## src/rtl/divisor_pkg.sv

```systemverilog
// Shared types and constants for the repeated-subtraction divider.
package divisor_pkg;

   localparam int unsigned W_DEF = 4;

   typedef enum logic [1:0] {
      IDLE = 2'd0,
      SUB  = 2'd1,
      DONE = 2'd2
   } estado_t;

endpackage

```

## src/rtl/restador.sv

```systemverilog
// Unsigned W-bit subtractor: diff = (a - b) mod 2^W, carri_out = borrow (a < b).
module restador #(
   parameter int unsigned W = 4
) (
   input  logic [W-1:0] a,
   input  logic [W-1:0] b,
   output logic [W-1:0] diff,
   output logic         carri_out
);

   assign {carri_out, diff} = {1'b0, a} - {1'b0, b};

endmodule

```

## src/rtl/divisor_restas.sv

```systemverilog
// Sequential unsigned divider: counts successful subtractions of the divisor
// from the running remainder, using restador as the only subtractor.
module divisor_restas
   import divisor_pkg::*;
#(
   parameter int unsigned W = W_DEF
) (
   input  logic         clk,
   input  logic         rst,
   input  logic         start,
   input  logic [W-1:0] dividend,
   input  logic [W-1:0] divisor,
   output logic         ready,
   output logic         done,
   output logic [W-1:0] quotient,
   output logic [W-1:0] remainder,
   output logic         div_zero
);

   estado_t      state_q, state_d;
   logic [W-1:0] div_q, div_d;
   logic [W-1:0] rem_q, rem_d;
   logic [W-1:0] quo_q, quo_d;
   logic         dz_q, dz_d;

   logic [W-1:0] diff;
   logic         borrow;

   restador #(.W(W)) u_restador (
      .a         (rem_q),
      .b         (div_q),
      .diff      (diff),
      .carri_out (borrow)
   );

   // State register
   always_ff @(posedge clk) begin
      if (rst) begin
         state_q <= IDLE;
      end else begin
         state_q <= state_d;
      end
   end

   // Datapath registers
   always_ff @(posedge clk) begin
      if (rst) begin
         div_q <= '0;
         rem_q <= '0;
         quo_q <= '0;
         dz_q  <= 1'b0;
      end else begin
         div_q <= div_d;
         rem_q <= rem_d;
         quo_q <= quo_d;
         dz_q  <= dz_d;
      end
   end

   // Next state and datapath updates
   always_comb begin
      state_d = state_q;
      div_d   = div_q;
      rem_d   = rem_q;
      quo_d   = quo_q;
      dz_d    = dz_q;

      case (state_q)
         IDLE: begin
            if (start) begin
               div_d = divisor;
               rem_d = dividend;
               quo_d = '0;
               dz_d  = 1'b0;
               if (divisor == '0) begin
                  // Divide by zero: report all-ones quotient, dividend as remainder
                  quo_d   = '1;
                  dz_d    = 1'b1;
                  state_d = DONE;
               end else begin
                  state_d = SUB;
               end
            end
         end
         SUB: begin
            if (!borrow) begin
               rem_d = diff;
               quo_d = quo_q + W'(1);
            end else begin
               state_d = DONE;
            end
         end
         DONE: begin
            state_d = IDLE;
         end
         default: begin
            state_d = IDLE;
         end
      endcase
   end

   assign ready     = (state_q == IDLE);
   assign done      = (state_q == DONE);
   assign quotient  = quo_q;
   assign remainder = rem_q;
   assign div_zero  = dz_q;

endmodule

```

## config.mk

```make
export PLATFORM = sky130hd
export DESIGN_NAME = divisor_restas
export DESIGN_NICKNAME = d
export VERILOG_FILES = /design/src/rtl/divisor_pkg.sv /design/src/rtl/restador.sv /design/src/rtl/divisor_restas.sv
export SDC_FILE = /design/constraint.sdc
export NUM_CORES = 1
export LEC_CHECK = 0
export ABC_AREA = 0
export CAP_MARGIN = 10
export CORE_UTILIZATION = 40
export CTS_BUF_LIST = sky130_fd_sc_hd__clkbuf_2 sky130_fd_sc_hd__clkbuf_4 sky130_fd_sc_hd__clkbuf_8
export DETAILED_ROUTE_END_ITERATION = 8
export PLACE_DENSITY_LB_ADDON = 0.1
export SYNTH_ARGS = -nofsm -noshare
export SYNTH_HDL_FRONTEND = slang
export SYNTH_SLANG_ARGS = --single-unit
```

## constraint.sdc

```tcl
create_clock -name clk -period 2.1 [get_ports clk]
set_input_delay 0.525 -clock clk [delete_from_list [all_inputs] [get_ports clk]]
set_output_delay 0.525 -clock clk [all_outputs]
set_load 0.01 [all_outputs]
```

======== Word level (Yosys, flattened, before mapping) ========
Cells that the tools add are included.
cells by class
  add/subtract/negate cells ............... 2
  $mul .................................... 0
  divide/modulo/power cells ............... 0
  $lt $le $gt $ge ......................... 0
  eq/ne operators ......................... 5
  shift operators ......................... 0
  muxes and demuxes ....................... 12
  bitwise operators ....................... 0
  reductions and logical operators ........ 6
operators with widths
  kind                                                              count
  4-bit 2-to-1 mux                                                  5
  4-bit case mux with 2 select lines                                2
  2-bit 2-to-1 mux                                                  3
  2-bit != test (second input constant)                             3
  4-bit by 4-bit subtractor with 5-bit output                       1
  4-bit by 1-bit adder with 4-bit output (second input constant)    1
  4-bit zero test                                                   1
  2-bit case mux with 2 select lines                                1
  2-bit AND reduction                                               2
  3-bit AND reduction                                               1
  2-bit by 1-bit == test with 1-bit output (second input constant)  1
  2-bit == test (second input constant)                             1
  2-bit zero test                                                   1
  2-bit nonzero test                                                1
  1-bit 2-to-1 mux                                                  1
word-level totals
  flip-flop bits (word level) ............. 15
  latch bits .............................. 0
  bits in writable memories ............... 0
  memory bits (read-only) ................. 0
  input port bits ......................... 11
  output and inout bits ................... 11
  memories ................................ 0

======== Longest topological paths before layout ========
  depth in word-level cells ............... 4
  depth in mapped cells ................... 8
  mapped depth without buffers ............ 7

======== Modules after synthesis ========
From an unflattened synthesis, not the netlist that was laid out.
unflattened totals
  cells, all modules ...................... 95
  area, all modules ....................... 845.8 µm²
by module, submodules not included
  module          instances  cells an instance  area each (µm²)  sequential area each (µm²)
  divisor_restas  1          77                 708.2            300.3
  restador        1          18                 137.6            0.0

======== Worst setup path before layout ========
Ideal clock, no wire load.
  path type ............................... flip-flop to flip-flop
  start ................................... reg rem_q[0] (netlist: remainder[0])
  end ..................................... reg quo_q[2] (netlist: quotient[2])
  library setup time ...................... 0.067 ns
  arrival ................................. 1.955 ns
  data required time ...................... 2.033 ns
  path slack .............................. 0.078 ns
  cell stages (with the launch flop) ...... 9
  path buffers ............................ 1
  clock period less this slack ............ 2.022 ns
  cell sequence ........................... dfxtp_1 -> inv_1 -> ha_1 -> fa_1 -> nor2b_1 -> o221a_1 -> buf_6 -> mux2_4 -> a21oi_2
on the way
  cells in the longest elaborated chain, start to end .. 3
ends and longest elaborated chain
  item                                         line                  text
  from (decl)                                  divisor_restas.sv:22  logic [W-1:0] rem_q, rem_d;
  from (signal assigned)                       divisor_restas.sv:54  rem_q <= rem_d;
  4-bit by 4-bit subtractor with 5-bit output  restador.sv:11        assign {carri_out, diff} = {1'b0, a} - {1'b0, b};
  2-bit != test (no source line)               -
  3-bit AND reduction (no source line)         -
  to (signal assigned)                         divisor_restas.sv:55  quo_q <= quo_d;
  to (decl)                                    divisor_restas.sv:23  logic [W-1:0] quo_q, quo_d;
No other way between the ends.
A chain may end at the register's enable or synchronous reset.

======== Worst setup path in the final report ========
Ends and elaborated chain as after synthesis.

==> results.txt <==
- Setup repair after global routing left no endpoint under its margin.
* Compound-cell area share of the yosys netlist: 0.215
- Congestion Overflow GR: 0
- The detail route stage leaves a number of antenna-violating nets equal to 0.
* Final Hold Vio Count: 0
- At the end of routability-driven placement, the weighted congestion stood at 0.791.
- The multi-input combinational cells in the finished layout cover a total of 499 µm².
* Combinational family with the most area after synthesis: simple AND/OR/NAND/NOR gates
* Effective utilization at floorplan: 0.427
- DRC marker count from the first detailed-route iteration: 13
- In the final layout, flip-flops and latches occupy 300 µm².
- Measured along the x axis, the die boundary spans 47.7 µm.
- Beginning of the worst hold path: div_q[2]
- Clock tree synthesis found a total of 15 sinks.
* Number of filler cells placed in the layout: 200
- Area grow syn2layout: 41.3%
- At the pin with the least slew margin, the transition time is 0.366 ns.
* Reg2Reg Depth: 8
* Slowest library cell on the worst path: sky130_fd_sc_hd__fa_2
- Cell area after synthesis: 837 µm²
- Endpoints failing setup: 0
- Of the total synthesized cell area, the portion taken by full adders, half adders and majority gates is 0.0987.
- WP data required: 2.34 ns
- Synth Area in XOR/XNOR: 0.0209
* Number of global-route vias before repair: 713
- CTS tree: done
* Synth Register Bits: 15
- Synth top area share: 0.359
- Distinct cell type count after synthesis: 33
- Async set-or-reset flop fraction in the synthesized netlist: 0
- H-Tree Level Count: 1
- Post-Synthesis Mean Instance Area: 8.72 µm²
* Routed wire length: 2.02 mm
- On the worst path, the slowest cell contributes a delay of 0.37 ns.
- The min-delay analysis places its worst path in the category register to register.
* Vert. Die Dim: 47.7 µm
* Max-slew violation total from the final report: 0
* DRC Markers: 0
- The startpoint identified for the worst register-to-register timing path is remainder[0].
* Die Outline Area: 2280 µm²
- After detailed routing, the average wire length per cell comes to 13.1 µm.
- The number of buffers and inverters on the critical path is 2.
- The net count of the finished layout is 146.
- Post-cts hold buffer count: 0
- Number of enable flip-flop cells after synthesis: 0
- After routing, the total negative slack on setup checks comes to 0 ns.
- On the critical path the largest part of the delay comes from adder cells.
* Worst clock skew on the final layout: 0.00916 ns
* DR vias/cell: 5.22
- Max-cap violations in this run came to 0.
- During synthesis, Yosys emitted a total of 0 warnings.
* Most used flip-flop cell after synthesis: sky130_fd_sc_hd__dfxtp_1
- Cells taking the most area after synthesis: sky130_fd_sc_hd__dfxtp_1 (36%), sky130_fd_sc_hd__ha_1 (7.5%), sky130_fd_sc_hd__a2111oi_2 (5.4%)
- Walking the worst path, the cells encountered are inv_1, ha_1, fa_2, nor2b_2, o221a_1, buf_4, mux2_4, a21oi_2.
* Final critical-path required period: 1.97 ns
- Leakage power figure: 0.000463 µW
- Clock insertion delay at the later pin of the skew report: 0.29 ns
- Total half-perimeter wirelength after legalization and detailed placement: 1.54 mm
- The worst register-to-register path has a setup slack of 0.13 ns.
- Summing internal, switching and leakage power gives 934 µW.
- Status: finished, final reports clean
- Slew headroom: 0.756
- The initial antenna violation count was 0.
- Row Count: 16
* Min-Delay Path Depth: 2
- Endpoint of the worst-slack reg-to-reg timing path: quotient[2]
- Of the post-synthesis cell area, the part taken by muxes is 0.0179.
- The worst setup path is launched from a register.
* Number of search-and-repair iterations in the first detailed-routing pass: 4
- Type of the setup path with the least slack: register to register
* Cell taking the most area after synthesis: sky130_fd_sc_hd__dfxtp_1
- Across the VDD grid, the largest voltage drop is 0.000406 V.
* Power density relative to cell area: 790 nW/µm²
- # port buffers: 21
- Capturing element type of the critical path: register
* Most common library cell in the layout ignoring fill and taps: sky130_fd_sc_hd__clkdlybuf4s50_1
- The path with the worst hold slack has its endpoint at div_q[2].
- Vias: 809
- Net count after synthesis: 113
- Entering global routing, the biggest net connects 12 pins.
- STA puts the critical path data arrival time at 2.20 ns.
- Of the available clock period, the critical path in the final layout requires 0.937.
- Commonest non-fill, non-tap cells in the layout: sky130_fd_sc_hd__clkdlybuf4s50_1 (21), sky130_fd_sc_hd__dfxtp_1 (15), sky130_fd_sc_hd__nand2_1 (11), sky130_fd_sc_hd__buf_4 (11)
- After clock tree synthesis, the clock-pin slew on the worst setup and hold paths is 0.09 ns.
* Number of buffers on the longest clock path: 2
- IO Pins: 22
- Critical Path Start: remainder[0]
* Number of antenna repair diodes: 0
- Total Routing Usage GR: 0.198
- Number of buffers created by CTS: 3
- Synth Area in Simple Gates: 0.230
- The root buffer cell chosen for the clock tree is sky130_fd_sc_hd__clkbuf_4.
- Fraction of final layout cells with drive strength greater than 1: 0.188
- Synthesis produced a netlist whose cell count is 96.
- Achievable Freq: 0.508 GHz
- Crit path max fanout: 2
* Proportion of synthesized chip area in sequential cells: 0.359
- First-pass GRT wire length: 3.06 mm
- Std-Cell Core Area: 1960 µm²
==> report_power, final <==
group | switching, µW | internal [µW] | leakage (µW)
Clock | 98.0 | 86.9 | 0.0000184
Combinational | 184 | 208 | 0.000321
Sequential | 36.6 | 321 | 0.000123
==> layer usage <==
layer  vias to the layer above  track usage  wire [µm]
met5                         -            0          0
met4                         0        0.106         36
met3                         5       0.0377         98
met2                        23        0.319        956
met1                       374        0.248        931
li1                        407            -          -
==> state kept, by name (all words and copies together), names as in the netlist <==
register	count
div_zero	1
div_q	4
quotient	4
remainder	4
state_q	2
==> cells by family after synthesis <==
kind of cell / after synthesis
compound gates: 23
xor+xnor: 2
fa+ha+maj: 6
buf+inv: 11
flops: 15
mux: 1
simple gates: 38
==> synthesized netlist by cell type, types with 2 or more instances <==
| cell | instances |
|---|---|
| sky130_fd_sc_hd__nand3_1 | 2 |
| sky130_fd_sc_hd__nand2_1 | 11 |
| sky130_fd_sc_hd__a21oi_1 | 7 |
| sky130_fd_sc_hd__ha_1 | 5 |
| sky130_fd_sc_hd__inv_1 | 7 |
| sky130_fd_sc_hd__nor2b_1 | 3 |
| sky130_fd_sc_hd__a2111oi_2 | 3 |
| sky130_fd_sc_hd__nor3b_1 | 2 |
| sky130_fd_sc_hd__clkbuf_1 | 3 |
| sky130_fd_sc_hd__nor2_1 | 7 |
| sky130_fd_sc_hd__a31oi_1 | 3 |
| sky130_fd_sc_hd__dfxtp_1 | 15 |
| sky130_fd_sc_hd__xor2_1 | 2 |
| sky130_fd_sc_hd__nor3_1 | 7 |
==> through the flow <==
stage | util | hold WS (ns) | setup slack (ns) | cell area [µm²] | cells
floorplan | - | 0.436 | 0.0778 | 837 | 96
global placement | 0.582 | 0.448 | 0.0686 | 1140 | 151
detailed placement | 0.582 | 0.451 | 0.0297 | 1140 | 151
CTS | 0.597 | 0.464 | 0.00155 | 1170 | 155
global route | 0.603 | 0.504 | 0.0201 | 1180 | 155
finish | 0.603 | 0.464 | 0.132 | 1180 | 155
==> timing repair <==
item | in CTS | in global routing
resized for setup | 0 | 3
endpoints found under the setup margin | 0 | 7
buffers inserted | 0 | 0
==> how the worst max path moves through the flow <==
| stage | slack (ns) | depth (start not counted) | endpoint |
|---|---|---|---|
| final | 0.13 | 8 | quotient[2] |
| after floorplan | 0.08 | 8 | quotient[2] |
| after CTS | 0.002 | 8 | quotient[3] |
| after global placement | 0.07 | 5 | quotient[3] |
| after detailed placement | 0.03 | 5 | quotient[0] |
| after global routing | 0.02 | 8 | remainder[1] |
==> worst min-delay path, stage by stage, from the launching register on <==
cell                      delay (ns)
sky130_fd_sc_hd__dfxtp_1        0.32
sky130_fd_sc_hd__nand2_1        0.05
sky130_fd_sc_hd__a21oi_1        0.05
==> area by class of cell <==
cell class / count / area share
Multi-Input combinational cell: 70 / 0.422
Sequential cell: 15 / 0.254
Timing Repair Buffer: 32 / 0.248
Tap cell: 27 / 0.0286
Clock buffer: 4 / 0.0254
Inverter: 7 / 0.0222
Note: power is estimated with default switching activity, not from simulation.
